==> config.mk <==
export PLATFORM = sky130hd
export DESIGN_NAME = serial_adder_sub_flat
export DESIGN_NICKNAME = d
export VERILOG_FILES = /design/src/rtl/serial_adder_sub_if.sv /design/src/rtl/serial_adder_sub.sv /design/src/flat_wrapper.sv
export SDC_FILE = /design/constraint.sdc
export NUM_CORES = 1
export LEC_CHECK = 0
export ABC_AREA = 0
export CAP_MARGIN = 20
export CORE_ASPECT_RATIO = 1.5
export CORE_UTILIZATION = 49
export CTS_BUF_LIST = sky130_fd_sc_hd__clkbuf_4
export CTS_CLUSTER_DIAMETER = 30
export DETAILED_ROUTE_END_ITERATION = 8
export HOLD_SLACK_MARGIN = 0.12
export PLACE_DENSITY = 0.87
export SLEW_MARGIN = 20
export SYNTH_ARGS = -nofsm -noshare
export SYNTH_HDL_FRONTEND = slang
export SYNTH_SLANG_ARGS = --single-unit
export TNS_END_PERCENT = 30
==> constraint.sdc <==
create_clock -name clk -period 1.3 [get_ports clk]
set_input_delay 0.39 -clock clk [delete_from_list [all_inputs] [get_ports clk]]
set_output_delay 0.39 -clock clk [all_outputs]
set_load 0.005 [all_outputs]
==> src/rtl/serial_adder_sub_if.sv <==
// Handshake and data bundle for the bit-serial adder/subtractor.
// The master drives the request and operands. The slave returns status and the result.
interface serial_adder_sub_if #(
    parameter int WIDTH = 8
) ();
    logic             start;
    logic             sub;
    logic             cin;
    logic [WIDTH-1:0] a;
    logic [WIDTH-1:0] b;
    logic             busy;
    logic             done;
    logic [WIDTH-1:0] sum;
    logic             cout;
    logic             ovf;

    modport master (
        output start, sub, cin, a, b,
        input  busy, done, sum, cout, ovf
    );

    modport slave (
        input  start, sub, cin, a, b,
        output busy, done, sum, cout, ovf
    );
endinterface

==> src/rtl/serial_adder_sub.sv <==
// Bit-serial adder/subtractor built from one full-adder cell and a carry flip-flop.
// It processes one operand bit per clock, LSB first, and commits sum, carry-out
// and signed overflow together with a one-cycle done pulse.
module serial_adder_sub #(
    parameter int WIDTH = 8,
    parameter int CW    = 6
) (
    input  logic               clk,
    input  logic               reset,
    serial_adder_sub_if.slave  bus
);

    typedef enum logic [1:0] {
        IDLE = 2'd0,
        RUN  = 2'd1,
        DONE = 2'd2
    } state_t;

    state_t           state;
    logic [WIDTH-1:0] sa;        // operand A, shifted right each RUN cycle
    logic [WIDTH-1:0] sb;        // operand B (pre-inverted for subtract)
    logic [WIDTH-1:0] ps;        // partial sum, filled from the MSB end
    logic             c;         // running carry
    logic [CW-1:0]    cnt;       // bit index currently being added

    logic [WIDTH-1:0] sum_q;
    logic             cout_q;
    logic             ovf_q;
    logic             busy_q;
    logic             done_q;

    logic             s;
    logic             c_next;
    logic [WIDTH-1:0] ps_next;
    logic             last_bit;

    // The single full-adder cell plus the next value of the partial-sum shifter
    always_comb begin
        // NOTE: ps_next gets a complete default before its MSB is overridden,
        // so every bit is assigned on every pass and no latch is inferred.
        ps_next          = ps >> 1;
        s                = sa[0] ^ sb[0] ^ c;
        c_next           = (sa[0] & sb[0]) | (sa[0] & c) | (sb[0] & c);
        ps_next[WIDTH-1] = s;
        last_bit         = (cnt == CW'(WIDTH - 1));
    end

    // Control FSM and datapath registers, all with synchronous reset
    always_ff @(posedge clk) begin
        // NOTE: every register here uses non-blocking assignments, so all of
        // them sample the pre-edge values of one another (shifters, carry, counter).
        if (reset) begin
            state  <= IDLE;
            sa     <= '0;
            sb     <= '0;
            ps     <= '0;
            c      <= 1'b0;
            cnt    <= '0;
            sum_q  <= '0;
            cout_q <= 1'b0;
            ovf_q  <= 1'b0;
            busy_q <= 1'b0;
            done_q <= 1'b0;
        end else begin
            case (state)
                IDLE: begin
                    if (bus.start) begin
                        sa     <= bus.a;
                        sb     <= bus.sub ? ~bus.b : bus.b;
                        c      <= bus.sub ? 1'b1 : bus.cin;
                        ps     <= '0;
                        cnt    <= '0;
                        busy_q <= 1'b1;
                        state  <= RUN;
                    end
                end
                RUN: begin
                    sa  <= sa >> 1;
                    sb  <= sb >> 1;
                    c   <= c_next;
                    ps  <= ps_next;
                    cnt <= cnt + CW'(1);
                    if (last_bit) begin
                        // The current carry is the carry into the MSB; commit all results at once
                        sum_q  <= ps_next;
                        cout_q <= c_next;
                        ovf_q  <= c ^ c_next;
                        busy_q <= 1'b0;
                        done_q <= 1'b1;
                        state  <= DONE;
                    end
                end
                DONE: begin
                    done_q <= 1'b0;
                    state  <= IDLE;
                end
                default: begin
                    busy_q <= 1'b0;
                    done_q <= 1'b0;
                    state  <= IDLE;
                end
            endcase
        end
    end

    assign bus.busy = busy_q;
    assign bus.done = done_q;
    assign bus.sum  = sum_q;
    assign bus.cout = cout_q;
    assign bus.ovf  = ovf_q;

endmodule
==> src/flat_wrapper.sv <==
// flat-port wrapper written by rule: the top's interface ports become plain ports
module serial_adder_sub_flat 
#(
    parameter int WIDTH = 8,
    parameter int CW    = 6
)
  (clk, reset, bus_start, bus_sub, bus_cin, bus_a, bus_b, bus_busy, bus_done, bus_sum, bus_cout, bus_ovf);
  serial_adder_sub_if #(.WIDTH(WIDTH)) bus_i ();
  input  logic clk;
  input  logic reset;
  input wire logic [$bits(bus_i.start)-1:0] bus_start;
  input wire logic [$bits(bus_i.sub)-1:0] bus_sub;
  input wire logic [$bits(bus_i.cin)-1:0] bus_cin;
  input wire logic [$bits(bus_i.a)-1:0] bus_a;
  input wire logic [$bits(bus_i.b)-1:0] bus_b;
  output wire logic [$bits(bus_i.busy)-1:0] bus_busy;
  output wire logic [$bits(bus_i.done)-1:0] bus_done;
  output wire logic [$bits(bus_i.sum)-1:0] bus_sum;
  output wire logic [$bits(bus_i.cout)-1:0] bus_cout;
  output wire logic [$bits(bus_i.ovf)-1:0] bus_ovf;
  assign bus_i.start = bus_start;
  assign bus_i.sub = bus_sub;
  assign bus_i.cin = bus_cin;
  assign bus_i.a = bus_a;
  assign bus_i.b = bus_b;
  assign bus_busy = bus_i.busy;
  assign bus_done = bus_i.done;
  assign bus_sum = bus_i.sum;
  assign bus_cout = bus_i.cout;
  assign bus_ovf = bus_i.ovf;
  serial_adder_sub #(.WIDTH(WIDTH), .CW(CW)) u_core (.clk(clk), .reset(reset), .bus(bus_i));
endmodule
==> flow_summary_export.csv, run 1 <==
group,metric,value,unit
setup_path,critPathLaunchType,"register",
cts,clk_latency,350,ps
floorplanning,io_pins,33,
synth,yosysSeqAreaShare,44.44,%
cells_and_area,diodes,0,
synth,yosysWarnings,0,
power_and_ir_drop,internal-power,1855,µW
power_and_ir_drop,clkPwrFrac,24.1,%
sta,skew,10.90,ps
floorplanning,die-width,53.93,µm
floorplanning,fp-row-count,28,
power_and_ir_drop,power_frac_comb,17.4,%
sta,max_freq,705.8,MHz
routing,totalWireLength,4374,µm
grt,gr-total-overflow,0,
cts,cts-root-buf,"clkbuf_4",
synth,syn_avg_cell_area,9.811,µm²
synth,syn_nets,225,
setup_path,setup.worst_path.class,"reg2reg",
synth,synth_area,0.001982,mm²
routing,drc,0,
floorplanning,dieArea,0.004308,mm²
routing,via_per_inst,5.607,
cells_and_area,nNetsFinal,283,
cells_and_area,postLayoutCoreUtil,65.82,%
sta,period_share,109.0,%
synth,ys_dominant_reg_cell,"dfxtp_1",
power_and_ir_drop,p_switching,660.6,µW
setup_path,critPathArrivalTime,1670,ps
sta,setup_violations,11,
power_and_ir_drop,swShare,26.25,%
synth,postSynthRegisterBits,44,
sta,report.final.slew_viol_count,0,
setup_path,required,1550,ps
cts,cts.sinks,44,
cells_and_area,layout-drive-gt1-share,40.38,%
sta,rsz0062_at_grt,"yes",
cts,cts-buffers-inserted,5,
min_path,hold_class,"reg2reg",
floorplanning,start_util,50.51,%
power_and_ir_drop,p_leak,0.001080,µW
grt,grt_first_pass_wirelength,7279,µm
power_and_ir_drop,seq_power_share,58.6,%
run,maxCapViolations,0,
grt,grt_start_max_net_pins,13,
cts,path_clk_slew,120,ps
routing,antenna_left,0,
cells_and_area,nFillCells,299,
sta,period_needed,1417,ps
sta,slew_headroom,82.30,%
sta,setup_ws,-116.8,ps
routing,vias,1710,
cts,cts_tree,"built",
floorplanning,coreArea,0.003924,mm²
routing,wl_per_cell,14.34,µm
sta,hold_violations,0,
grt,antenna_found_initial,0,
synth,ys_types,43,
power_and_ir_drop,max-vdd-ir-drop,752.5,µV
routing,dr.pass1.iters,4,
setup_path,cp-end-kind,"register",
cts,htree_levels,2,
routing,drt-initial-drc-count,38,
synth,synthCells,202,
synth,async_flop_share,0,%
power_and_ir_drop,powerDensity,974.3,mW/mm²
cts,cts_hold_buffers,0,
placed_design,dp.final_hpwl,3109,µm
floorplanning,die_y,79.89,µm
grt,grt_pass1_vias,1647,
status,status,"finished, violations left",
grt,grt_usage,23.29,%
cells_and_area,stdcell_count,305,
synth,synth_edf_count,0,
placed_design,io_buffers,32,
placed_design,dpl.cell_count,295,
cts,clk_path_buf_depth,2,
setup_path,path_max_fanout,10,
sta,tightest_slew,265.5,ps
status,violations,"setup timing",
cells_and_area,area.growth.synth_to_final,30.30,%
placed_design,place_congestion,0.8705,
## cells in the final DEF, fill, tap and decap left out, drive strengths merged, types with 2 or more instances in the layout
master / synthesis / routed
nand2: 7 / 7
a21oi: 18 / 18
nand2b: 10 / 10
a22o: 9 / 9
nand3: 3 / 3
clkinv: 0 / 2
or3b: 3 / 3
o21ai: 7 / 7
a211oi: 2 / 2
o221a: 2 / 2
o221ai: 3 / 3
clkbuf: 1 / 16
nor3b: 5 / 5
a31oi: 2 / 2
buf: 15 / 36
xnor2: 8 / 8
dfxtp: 44 / 44
a221o: 7 / 7
and2: 3 / 3
a31o: 9 / 9
inv: 4 / 4
mux2: 3 / 3
clkdlybuf4s50: 0 / 18
nor2: 19 / 19
o21a: 2 / 2
## timing repair
| item | CTS | global route |
|---|---|---|
| cloned | 1 | 0 |
| setup endpoints to repair | 52 | 42 |
| gates resized for setup | 44 | 21 |
| pin swaps | 2 | 2 |
| hold endpoints to repair | 0 | 0 |
| setup buffers | 3 | 0 |
## kinds of logic (layout without fill, tap and decap cells)
group | count (synthesis) | after routing | synth area share, %
flops | 44 | 44 | 44.44
compound gates | 67 | 67 | 25.51
buf+inv | 20 | 78 | 5.871
mux | 3 | 3 | 1.704
fa+ha+maj | 2 | 2 | 1.641
simple gates | 57 | 57 | 16.86
xor+xnor | 9 | 9 | 3.977
## worst paths after layout
path            startpoint                end  slack [ps]  depth (start not counted)
max          u_core.cnt[0]  u_core.bus.sum[3]        -120                          6
min           u_core.sa[2]       u_core.sa[1]         480                          2
max reg2reg  u_core.cnt[0]  u_core.bus.sum[3]        -120                          6
min reg2reg   u_core.sa[2]       u_core.sa[1]         480                          2
## layout make-up
cell class / count / area, µm² / share of cell area (%)
clock buffer: 5 / 37.54 / 1.453
inverter: 4 / 15.01 / 0.5814
tap: 45 / 56.30 / 2.180
clock inverter: 2 / 7.507 / 0.2907
timing repair buffer: 67 / 545.5 / 21.12
sequential: 44 / 900.9 / 34.88
multi-input combinational: 138 / 1020 / 39.49
## metrics by stage
step	setup WS (ps)	TNS [ps]	instance area [µm²]	total power, µW	hold slack, ps
floorplan	-39.92	-279.4	1998	1739	436.5
global placement	-574.8	-18880	2524	1914	464.6
detailed placement	-602.8	-19920	2524	1927	458.8
CTS	-112.7	-1055	2615	2510	486.4
global route	-144.9	-1556	2582	2637	510.7
finish	-116.8	-1084	2582	2516	482.7
## power by group through the flow
stage                     registers (µW)  logic (µW)  clock network [µW]
after floorplan                     1490         252                   0
after global placement              1500         417                   0
after detailed placement            1500         430                   0
after CTS                           1470         427                 612
after global routing                1480         481                 671
final                               1470         437                 606
## worst max-delay path: stages, from the launching register on
cell,delay [ps]
dfxtp_2,360
ha_4,160
nor4b_4,120
buf_4,160
and2_4,150
buf_12,130
a31o_2,230
## synthesized netlist by cell type (all sizes together), types with 2 or more instances
master	n	area, µm²
o21ai	7	35.03
nor2	19	76.32
or3b	3	26.28
nand2b	10	62.56
o21a	2	15.01
a211oi	2	15.01
inv	4	15.01
nand2	7	26.28
a22o	9	78.83
nand3	3	15.01
nor3b	5	42.54
o221ai	3	26.28
mux2	3	33.78
a21oi	18	90.09
a221o	7	78.83
a31oi	2	12.51
dfxtp	44	880.8
buf	15	97.59
o221a	2	22.52
xnor2	8	70.07
and2	3	18.77
a31o	9	78.83
## sequential cells by signal (all words and copies together), names as in the netlist, 2 cells and up
name            cells
u_core.bus.sum      8
u_core.cnt          6
u_core.ps           7
u_core.sa           8
u_core.sb           8
u_core.state        2
## per-layer routing
metal	track usage, %	part of all wire (%)
met1	25.86	40
met5	0	0
met3	4.000	1.9
met4	9.474	1.9
met2	41.48	56
No activity file was read; power rests on OpenSTA's default activity.
==> run 2, diff against run 1 <==
Settings changed: TNS_END_PERCENT 30 to 5.
==> flow_summary_export.csv, run 2 (synthesized netlist as in run 1, its figures left out) <==
group,metric,value,unit
floorplanning,die_y,79.89,µm
grt,grt_first_pass_wirelength,7576,µm
setup_path,setup.worst_path.class,"reg2reg",
power_and_ir_drop,clkPwrFrac,39.0,%
min_path,whs_endpoint,"u_core.sb[7]",
setup_path,r2r-end,"u_core.bus.sum[7]",
cells_and_area,area.growth.synth_to_final,33.33,%
routing,dr.pass1.iters,4,
power_and_ir_drop,powerDensity,1194,mW/mm²
floorplanning,start_util,50.51,%
routing,drt-initial-drc-count,43,
sta,hold_ws,489.7,ps
grt,grt_start_max_net_pins,15,
sta,rsz0062_at_grt,"yes",
setup_path,required,1550,ps
cts,clk_latency,350,ps
setup_path,cp_num_buf_inv,1,
setup_path,cp_cell_sequence,"ha_4 > nor4b_4 > buf_6 > a21oi_1 > a31o_2",
cts,cts_hold_buffers,0,
sta,setup_ws,-106.9,ps
power_and_ir_drop,p_switching,701.0,µW
status,status,"finished, violations left",
cts,cts.sinks,44,
power_and_ir_drop,p_leak,0.001102,µW
sta,skew,11.74,ps
routing,highest_layer,"met4",
routing,antenna_left,0,
cells_and_area,diodes,0,
setup_path,slowest_stage,"dfxtp_2",
cts,path_clk_slew,130,ps
power_and_ir_drop,max-vdd-ir-drop,1289,µV
power_and_ir_drop,report.power.total,3156,µW
setup_path,cp-end-kind,"register",
sta,setup_violations,11,
placed_design,io_buffers,32,
floorplanning,die-width,53.93,µm
cts,htree_levels,2,
min_path,hold_depth,2,
routing,totalWireLength,4748,µm
setup_path,critPathArrivalTime,1650,ps
floorplanning,dieArea,0.004308,mm²
grt,antenna_found_initial,0,
routing,vias,1747,
cells_and_area,layout-drive-gt1-share,40.08,%
placed_design,dp.final_hpwl,3381,µm
power_and_ir_drop,swShare,22.21,%
setup_path,r2r_cells,5,
cts,cts_tree,"built",
grt,grt_pass1_vias,1655,
grt,gr-total-overflow,0,
sta,report.final.slew_viol_count,0,
cells_and_area,nFillCells,315,
routing,drc,0,
status,violations,"setup timing",
setup_path,regToRegStartpoint,"u_core.cnt[0]",
sta,period_needed,1407,ps
sta,slew_headroom,78.53,%
placed_design,place_congestion,0.8265,
min_path,hold_class,"reg2reg",
setup_path,r2r_slack,-110,ps
routing,met1Wirelength,1821,µm
setup_path,critPathLaunchType,"register",
min_path,worstHoldStart,"u_core.sb[7]",
cts,cts-root-buf,"clkbuf_4",
floorplanning,io_pins,33,
power_and_ir_drop,seq_power_share,46.8,%
routing,wl_per_cell,15.72,µm
cells_and_area,layout_common_cells,"28 x buf_4, 28 x dfxtp_1, 18 x a21oi_1, 18 x clkdlybuf4s50_1, 17 x nor2_1",
setup_path,path_max_fanout,10,
cts,clk_path_buf_depth,2,
cells_and_area,nNetsFinal,279,
routing,via_per_inst,5.785,
grt,grt_usage,24.31,%
cts,cts-buffers-inserted,5,
setup_path,path_delay_family,"flip-flops",
floorplanning,coreArea,0.003924,mm²
routing,wl_met2,2637,µm
power_and_ir_drop,power_frac_comb,14.2,%
setup_path,max_stage_delay,390,ps
sta,max_freq,710.8,MHz
floorplanning,fp-row-count,28,
power_and_ir_drop,internal-power,2455,µW
routing,wl_met3,129,µm
run,maxCapViolations,0,
sta,tightest_slew,320.7,ps
sta,period_share,108.2,%
sta,hold_violations,0,
-- run 2: changes by cell type in the layout (fill, tap and decap cells not counted), moves of 2 or more --
cell	change
bufinv_16	+3
and2_1	+2
buf_4	-3
clkinv_1	-2
o21ai_0	-2
-- run 2: through the flow --
step / cells / TNS (ps) / setup slack [ps] / instance area, µm² / util [%]
6_report: 302 / -903.9 / -106.9 / 2643 / 67.35
5_1_grt: 302 / -1813 / -158.0 / 2643 / 67.35
4_1_cts: 302 / -859.1 / -102.8 / 2671 / 68.08
3_5_place_dp: 291 / -20390 / -596.1 / 2489 / 63.42
3_3_place_gp: 291 / -18920 / -542.0 / 2489 / 63.42
2_1_floorplan: 202 / -605.8 / -39.92 / 1993 / -
-- run 2: layer usage --
layer,vias up,global-route usage (%)
met5,-,0
met4,0,11.84
met3,16,4.762
met2,42,42.96
met1,841,26.10
li1,848,-
-- run 2: what timing repair did --
action	CTS	global route
endpoints found under the setup margin	55	51
gates resized for setup	49	20
buffers inserted	3	0
pin swaps	2	0
hold endpoints to repair	0	0
-- run 2: area by class of cell --
| cell class | count | area, µm² | area share [%] |
|---|---|---|---|
| Clock buffer | 5 | 37.54 | 1.420 |
| Inverter | 4 | 15.01 | 0.5682 |
| Sequential cell | 44 | 903.4 | 34.19 |
| Timing Repair Buffer | 63 | 510.5 | 19.32 |
| Clock inverter | 3 | 90.09 | 3.409 |
| Multi-Input combinational cell | 138 | 1030 | 38.97 |
| Tap cell | 45 | 56.30 | 2.131 |
-- run 2: tightest hold or removal path: stages, from the launching register on --
cell and delay (ps):
dfxtp_1 340, nand3b_1 70, a21oi_1 50
-- run 2: power by group through the flow --
stage	Clock, µW	Combinational (µW)	Sequential [µW]
after floorplan	0	252	1490
after global placement	0	405	1500
final	1230	448	1480
after detailed placement	0	422	1500
after global routing	1310	491	1480
after CTS	1240	433	1480
-- run 2: worst max-delay path by stage --
stage / startpoint / end / cells after the start
floorplan: reset / u_core.sb[0] / 5
global placement: bus_start / u_core.sa[5] / 5
detailed placement: bus_start / u_core.sa[3] / 5
CTS: u_core.cnt[0] / u_core.bus.sum[7] / 5
global route: u_core.cnt[1] / u_core.bus.sum[7] / 5
finish: u_core.cnt[0] / u_core.bus.sum[7] / 5
==> run 3, diff against run 2 <==
Settings changed: ABC_AREA 0 to 1, CORE_ASPECT_RATIO 1.5 to 1.2, CORE_UTILIZATION 49 to 50, PLACE_DENSITY 0.87 to 0.88.
==> flow_summary_export.csv, run 3 <==
group,metric,value,unit
status,status,"completed",
cells_and_area,area.growth.synth_to_final,27.68,%
synth,async_flop_share,0,%
synth,synth_area,0.002052,mm²
power_and_ir_drop,max-vdd-ir-drop,610.2,µV
setup_path,cp-end-kind,"register",
floorplanning,fp-row-count,25,
synth,yosysMostFrequentCell,"nand2_1",
cts,cts_tree,"built",
grt,grt_first_pass_wirelength,7714,µm
cells_and_area,nNetsFinal,383,
cells_and_area,nFillCells,360,
min_path,hold_class,"reg2reg",
floorplanning,die_y,72.18,µm
synth,synthCells,316,
synth,yosysTopAreaCellShare,42.93,%
setup_path,path_max_fanout,11,
placed_design,dp.final_hpwl,3181,µm
sta,period_needed,1268,ps
synth,ys_dominant_reg_cell,"dfxtp_1",
routing,antenna_left,0,
synth,synth_area_leaders,"dfxtp_1 43%, nand2_1 19%, nor2_1 9.3%",
synth,synthAdderAreaFrac,1.585,%
grt,gr-total-overflow,0,
synth,syn_avg_cell_area,6.494,µm²
cts,clk_path_buf_depth,2,
sta,tightest_slew,301.7,ps
routing,dr.pass1.iters,5,
routing,vias,2005,
synth,syn_nets,339,
floorplanning,die-width,60.48,µm
cts,cts_hold_buffers,0,
grt,use_met1,28.86,%
cells_and_area,final_common_cell,"nand2_1",
cts,cts-buffers-inserted,5,
cells_and_area,diodes,0,
routing,drt-initial-drc-count,73,
floorplanning,dieArea,0.004365,mm²
synth,synth_commonest_cells,"106 x nand2_1, 51 x nor2_1, 44 x dfxtp_1, 40 x inv_1, 26 x nand3_1",
synth,synthXorXnorAreaFrac,1.707,%
synth,yosysSeqAreaShare,42.93,%
setup_path,cp_num_buf_inv,2,
setup_path,critPathLaunchType,"input port",
floorplanning,coreArea,0.003941,mm²
synth,synth_edf_count,0,
sta,setup_violations,0,
setup_path,required,1570,ps
synth,synthSimpleGateAreaFrac,37.07,%
synth,ys_types,23,
power_and_ir_drop,p_leak,0.001280,µW
sta,skew,16.32,ps
routing,via_per_inst,4.831,
setup_path,max_stage_delay,530,ps
placed_design,place_congestion,0.8778,
sta,slew_headroom,79.84,%
setup_path,slowest_stage,"clkdlybuf4s50_1",
synth,yosysWarnings,0,
synth,yosysTopAreaCell,"dfxtp_1",
sta,hold_violations,0,
power_and_ir_drop,report.power.total,2727,µW
sta,finalSetupTns,0,ps
cts,cts-root-buf,"clkbuf_4",
placed_design,io_buffers,32,
grt,grt_start_max_net_pins,21,
setup_path,path_delay_family,"buffers and inverters",
routing,totalWireLength,4608,µm
synth,synth_top_family_by_area,"simple AND/OR/NAND/NOR gates",
cells_and_area,multi_input_area,988.4,µm²
sta,max_freq,788.9,MHz
setup_path,critPathArrivalTime,1540,ps
grt,antenna_found_initial,0,
routing,wl_per_cell,11.10,µm
floorplanning,io_pins,33,
synth,postSynthRegisterBits,44,
grt,grt_usage,23.61,%
cells_and_area,layout-drive-gt1-share,18.84,%
cts,clk_latency,370,ps
cells_and_area,seq_area,900.9,µm²
cts,cts.sinks,44,
sta,rsz0062_at_grt,"yes",
grt,grt_use_met2,39.80,%
setup_path,cp_cell_sequence,"clkdlybuf4s50_1 > nand2_4 > nand2_2 > buf_6 > nor2_1 > o21ai_0 > nand2_1",
floorplanning,start_util,52.06,%
sta,period_share,97.50,%
synth,synth_compound_area_share,5.854,%
power_and_ir_drop,powerDensity,1041,mW/mm²
grt,use_met3,5.526,%
cts,htree_levels,2,
grt,grt_pass1_vias,1748,
run,maxCapViolations,0,
setup_path,setup.worst_path.class,"in2reg",
routing,drc,0,
sta,report.final.slew_viol_count,0,
synth,muxShareOfSynthArea,0,%
grt,top_usage_layer,"met2",
cells_and_area,layout_common_cells,"104 x nand2_1, 47 x nor2_1, 40 x inv_1, 28 x dfxtp_1, 25 x nand3_1",
cts,path_clk_slew,130,ps
-- run 3: path summary, 6_finish.rpt --
kind / startpoint / endpoint / slack [ps] / cells after the start
setup / recovery: bus_start / u_core.sa[6] / 30 / 7
hold / removal: u_core.bus.done / u_core.bus.done / 470 / 2
setup reg to reg: u_core.c / u_core.bus.ovf / 50 / 7
hold reg to reg: u_core.bus.done / u_core.bus.done / 470 / 2
-- run 3: area by class of cell --
| type | instances | share of cell area, % |
|---|---|---|
| clock inverters | 3 | 1.767 |
| repair buffers | 49 | 15.90 |
| inverters | 43 | 6.208 |
| clock buffers | 5 | 1.433 |
| well taps | 54 | 2.579 |
| flip-flops and latches | 44 | 34.38 |
| multi-input cells | 217 | 37.73 |
-- run 3: cells by family after synthesis --
family | count (synthesis)
adder cells (fa/ha/maj) | 2
buffers and inverters | 55
flip-flops | 44
AO/OA/AOI/OAI | 23
XOR/XNOR | 4
AND/OR/NAND/NOR | 188
-- run 3: what timing repair did --
action | CTS | global route
resized for setup | 55 | 17
endpoints found under the setup margin | 15 | 25
buffers inserted | 0 | 1
-- run 3: report_power, final --
group / switching (µW) / leakage [µW] / internal, µW
combinational: 213 / 0.000873 / 184
clock: 483 / 0.0000418 / 411
sequential: 35.4 / 0.000365 / 1400
total: 732 / 0.00128 / 1990
-- run 3: layer usage --
layer  part of all wire [%]  wire [µm]  vias to the layer above
met5                      0          0                        -
met4                    1.6         73                        0
met3                    4.1        191                        8
met2                     50       2305                       48
met1                     44       2038                      903
li1                       -          -                     1046
-- run 3: worst min-delay path, stage by stage (launching register included) --
cell,delay [ps]
dfxtp_2,340
nand2_1,50
a21oi_1,50
-- run 3: per-stage QoR --
stage               utilization, %  hold WS [ps]  cells  worst slack [ps]  area [µm²]
finish                       66.48         469.2    415             32.45        2620
global route                 66.48         499.9    415            -14.15        2620
CTS                          65.40         474.4    414            -22.15        2577
detailed placement           64.03         461.6    406            -414.8        2524
global placement             64.03         451.8    406            -345.6        2524
floorplan                        -         426.4    316             60.38        2052
